**config.mk**
```make
export PLATFORM = sky130hd
export DESIGN_NAME = fetch_queue
export DESIGN_NICKNAME = d
export VERILOG_FILES = /design/src/rtl/fetch_queue.sv
export SDC_FILE = /design/constraint.sdc
export NUM_CORES = 1
export LEC_CHECK = 0
export ABC_CLOCK_PERIOD_IN_PS = 3100
export BUFFER_PORTS_ARGS = -buffer_cell sky130_fd_sc_hd__buf_4
export CAP_MARGIN = 20
export CELL_PAD_IN_SITES_DETAIL_PLACEMENT = 0
export CELL_PAD_IN_SITES_GLOBAL_PLACEMENT = 1
export CORE_UTILIZATION = 50
export DETAILED_ROUTE_END_ITERATION = 10
export GPL_TIMING_DRIVEN = 1
export PLACE_DENSITY = 0.76
export SYNTH_ARGS = -nofsm -noshare
export SYNTH_HDL_FRONTEND = slang
export SYNTH_SLANG_ARGS = --single-unit
```
**constraint.sdc**
```tcl
create_clock -name clk -period 3.1 [get_ports clk]
set_clock_uncertainty 0.2 [all_clocks]
set_input_delay 0.31 -clock clk [delete_from_list [all_inputs] [get_ports clk]]
set_output_delay 0.31 -clock clk [all_outputs]
set_load 0.005 [all_outputs]
```
**src/rtl/fetch_queue.sv**
```systemverilog
// IF-to-ID fetch FIFO holding {pc, instr, misaligned} entries so a one-cycle ID stall
// does not immediately back-pressure the PC register; flush empties it on a redirect.
module fetch_queue #(
  parameter int DEPTH = 4,
  parameter int PTR_W = 2
) (
  input  logic             clk,
  input  logic             reset,
  input  logic             in_valid,
  input  logic [31:0]      in_pc,
  input  logic [31:0]      in_instr,
  output logic             in_ready,
  output logic             out_valid,
  output logic [31:0]      out_pc,
  output logic [31:0]      out_instr,
  output logic             out_adel,
  input  logic             out_ready,
  input  logic             flush,
  output logic [PTR_W:0]   count
);

  localparam logic [PTR_W:0] FULL_CNT = (PTR_W+1)'(DEPTH);

  logic [31:0]      pc_q    [DEPTH];
  logic [31:0]      instr_q [DEPTH];
  logic             adel_q  [DEPTH];
  logic [PTR_W-1:0] rd_ptr_q, rd_ptr_d;
  logic [PTR_W-1:0] wr_ptr_q, wr_ptr_d;
  logic [PTR_W:0]   count_q, count_d;
  logic             push, pop, wr_en;

  always_comb begin
    in_ready  = (count_q != FULL_CNT);
    out_valid = (count_q != '0);
    push      = in_valid & in_ready;
    pop       = out_valid & out_ready;
    wr_en     = push & ~flush;
    rd_ptr_d  = rd_ptr_q;
    wr_ptr_d  = wr_ptr_q;
    count_d   = count_q;
    // A redirect discards everything, including an entry arriving this cycle.
    if (flush) begin
      rd_ptr_d = '0;
      wr_ptr_d = '0;
      count_d  = '0;
    end else begin
      if (push) wr_ptr_d = wr_ptr_q + PTR_W'(1);
      if (pop)  rd_ptr_d = rd_ptr_q + PTR_W'(1);
      if (push && !pop)      count_d = count_q + (PTR_W+1)'(1);
      else if (!push && pop) count_d = count_q - (PTR_W+1)'(1);
    end
  end

  // Empty head reads as a nop at PC 0 so ID never sees stale storage.
  assign out_pc    = out_valid ? pc_q[rd_ptr_q]    : '0;
  assign out_instr = out_valid ? instr_q[rd_ptr_q] : '0;
  assign out_adel  = out_valid ? adel_q[rd_ptr_q]  : 1'b0;
  assign count     = count_q;

  always_ff @(posedge clk or negedge reset) begin
    if (!reset) begin
      rd_ptr_q <= '0;
      wr_ptr_q <= '0;
      count_q  <= '0;
      for (int i = 0; i < DEPTH; i++) begin
        pc_q[i]    <= '0;
        instr_q[i] <= '0;
        adel_q[i]  <= 1'b0;
      end
    end else begin
      rd_ptr_q <= rd_ptr_d;
      wr_ptr_q <= wr_ptr_d;
      count_q  <= count_d;
      if (wr_en) begin
        pc_q[wr_ptr_q]    <= in_pc;
        instr_q[wr_ptr_q] <= in_instr;
        adel_q[wr_ptr_q]  <= |in_pc[1:0];
      end
    end
  end

endmodule

```
==> results by group <==
Status
  – Status: complete, no violations

CTS
  – Num CTS Buffers: 28
  – CTS Sinks: 267
  – Clock insertion delay at the later pin of the skew report: 530 ps
  – Post-CTS setup buffers: 0
  – Clock root buffer master: clkbuf_16
  – Worst-path clk slew: 60 ps
  – H-tree depth: 1
  – Clock Tree Buf Depth: 3
  – TritonCTS clock tree: done

Worst setup path
  – Worst r2r src: count[1]
  – Max FO, Critical Path: 30
  – Worst setup EP type: output port
  – R2R depth: 7
  – Critical Path Source Type: register
  – Critical Path RT: 2590 ps
  – Reg2reg setup slack: 640 ps
  – CP Class: reg -> out
  – Reg-to-reg endpoint: count[2]
  – Worst EP arrival: 2370 ps
  – Worst Setup SP: rd_ptr_q[0]
  – Worst Setup EP: out_instr[31]

STA
  – # setup viols final: 0
  – FMAX: 0.347 GHz
  – Worst Tran Pin Value: 510 ps
  – Slew headroom: 0.660
  – Final Hold Fails: 0
  – Minimum clock period: 2880 ps
  – RSZ-0062 raised after global routing: no
  – Period utilization: 0.929
  – Pins Over Slew Limit: 0
  – Setup WS post-layout: 219 ps
  – Sum Neg Setup Slack: 0 ps

Placement
  – Pre-CTS setup slack: 655 ps
  – HPWL Detailed: 17.1 mm
  – Cells after DPL: 1192
  – Placer congestion estimate: 0.746
  – I/O Buffers: 138

Floorplan
  – Starting Density: 0.509
  – # IOs: 139
  – Die height: 159 um
  – Rows: 57
  – Die W: 159 um
  – Die area: 25300 um2
  – Core Area: 24200 um2

Routing
  – Post-DR vias/cell: 5.54
  – Vias: 7274
  – Final WL: 26.9 mm
  – 1st-pass router iterations: 4
  – Drt wl/cell: 20.5 um
  – DRC violations left: 0
  – 1st-iter DRT viols: 337
  – Post-route antenna net violation count: 0

Global routing
  – Grt met3 use: 0.0372
  – Antenna violations before repair: 0
  – First-pass GRT wire length: 45.0 mm
  – Grt met1 use: 0.295
  – Largest net degree at the start of global routing: 81
  – M2 GR Usage: 0.391
  – Vias in the first global route: 8423
  – Grt ovf: 0
  – Busiest layer in global routing: met2
  – Gr usage total: 0.224

Worst hold path
  – Hold Path Class: in -> async

Cells and area
  – Share of layout cells above drive strength 1: 0.345
  – Multi-input logic area: 5190 um2
  – ANT cells: 0
  – Area Overhead vs Synth: 24.5%
  – Fin cells: 1312
  – Commonest non-fill, non-tap cell in the layout: dfrtp_1
  – Fillcell total: 1820
  – FF/Latch Area: 6690 um2
  – Most frequent cells in the layout: 265 x dfrtp_1, 200 x mux2_1, 147 x buf_4
  – # nets final: 1041
  – Post-Route Utilization: 0.633

Pwr
  – Maximum vdd drop: 454 uV
  – Leakage: 7.02 nW
  – Pwr per Cell Area: 941 nW/um2
  – Final Total Pwr: 14.5 mW

Logic synthesis
  – Area contributors post-synth: dfrtp_1 54%, mux2_1 18%, mux4_2 12%, mux2_2 5.6%, and2_1 3.3%
  – Top cell type's share of synthesized area: 0.541
  – Mean Syn Cell Area: 16.2 um2
  – Syn nets: 838
  – Seq/Total Area, Yosys: 0.541
  – Syn Inst Count: 764
  – YS warnings: 0
  – Yosys cell types: 38
  – Register bit total from synthesis: 267
  – Post-synth top area cell: dfrtp_1
  – Area of the mapped netlist: 12300 um2

Run
  – Total of max-cap violations: 0
==> sequential cells by signal (all words and copies together) (netlist names) <==
name / flops
instr_q: 128
pc_q: 128
adel_q: 4
count: 3
rd_ptr_q: 2
wr_ptr_q: 2
==> synth_stat cells (all sizes together) <==
library cell / n
a211o: 1
a211oi: 1
a21o: 1
a21oi: 2
a311oi: 1
a31o: 1
and2: 65
and3: 1
and3b: 1
buf: 42
clkbuf: 13
dfrtp: 267
fa: 1
ha: 4
inv: 8
mux2: 261
mux2i: 1
mux4: 65
nand3: 6
nor2: 7
nor2b: 1
nor3b: 1
o211a: 1
o211ai: 1
o21a: 1
o21ai: 3
o311ai: 1
o31ai: 2
or2: 1
or3: 1
xor2: 2
==> routing by layer <==
layer | part of all wire | vias to the layer above
li1 | - | 3194
met1 | 0.43 | 3889
met2 | 0.51 | 163
met3 | 0.046 | 28
met4 | 0.014 | 0
met5 | 0 | -
==> power breakdown <==
group          total, mW  internal [mW]  leakage (nW)  switching, mW
Clock               3.59           2.27         0.498           1.32
Sequential          5.79           4.94          3.36          0.848
Combinational       5.08           3.18          3.16           1.91
==> per-stage QoR <==
step	area (um2)	hold WS, ps
after floorplan	12300	-186
after global placement	13700	69.0
after detailed placement	13700	79.9
after CTS	15400	126
after global routing	15400	159
final	15400	112
==> critical path, cell delays in order, from the launching register on <==
cell	delay, ps
dfrtp_4	640
buf_12	310
mux4_2	540
and2_1	180
buf_4	130
==> how the worst min path moves through the flow <==
stage                endpoint   from  cells past startpoint  slack [ps]
finish               pc_q[88]  reset                      2         110
global route         pc_q[88]  reset                      2         160
CTS                  pc_q[88]  reset                      2         130
detailed placement   pc_q[56]  reset                      1          80
global placement    pc_q[120]  reset                      1          70
floorplan           adel_q[0]  reset                      0        -190
==> cells by family (layout without fill, tap and decap cells) <==
group | count (synthesis) | after routing | share of synthesized area
multiplexers | 327 | 327 | 0.358
flip-flops | 267 | 267 | 0.541
AND/OR/NAND/NOR | 84 | 84 | 0.0440
buffers and inverters | 63 | 287 | 0.0407
AO/OA/AOI/OAI | 16 | 16 | 0.00933
adder cells (fa/ha/maj) | 5 | 5 | 0.00568
XOR/XNOR | 2 | 2 | 0.00142
==> what timing repair did <==
action	CTS	global route
hold buffers	69	0
resized for setup	0	0
endpoints found under the hold margin	326	0
==> area by class of cell <==
cell class                      instances  area share
Inverter                                8     0.00212
Clock buffer                           46      0.0579
Timing Repair Buffer                  228       0.132
Sequential cell                       267       0.435
Clock inverter                          5     0.00815
Tap cell                              324      0.0264
Multi-Input combinational cell        434       0.338
Note: power is estimated with default switching activity, not from simulation.
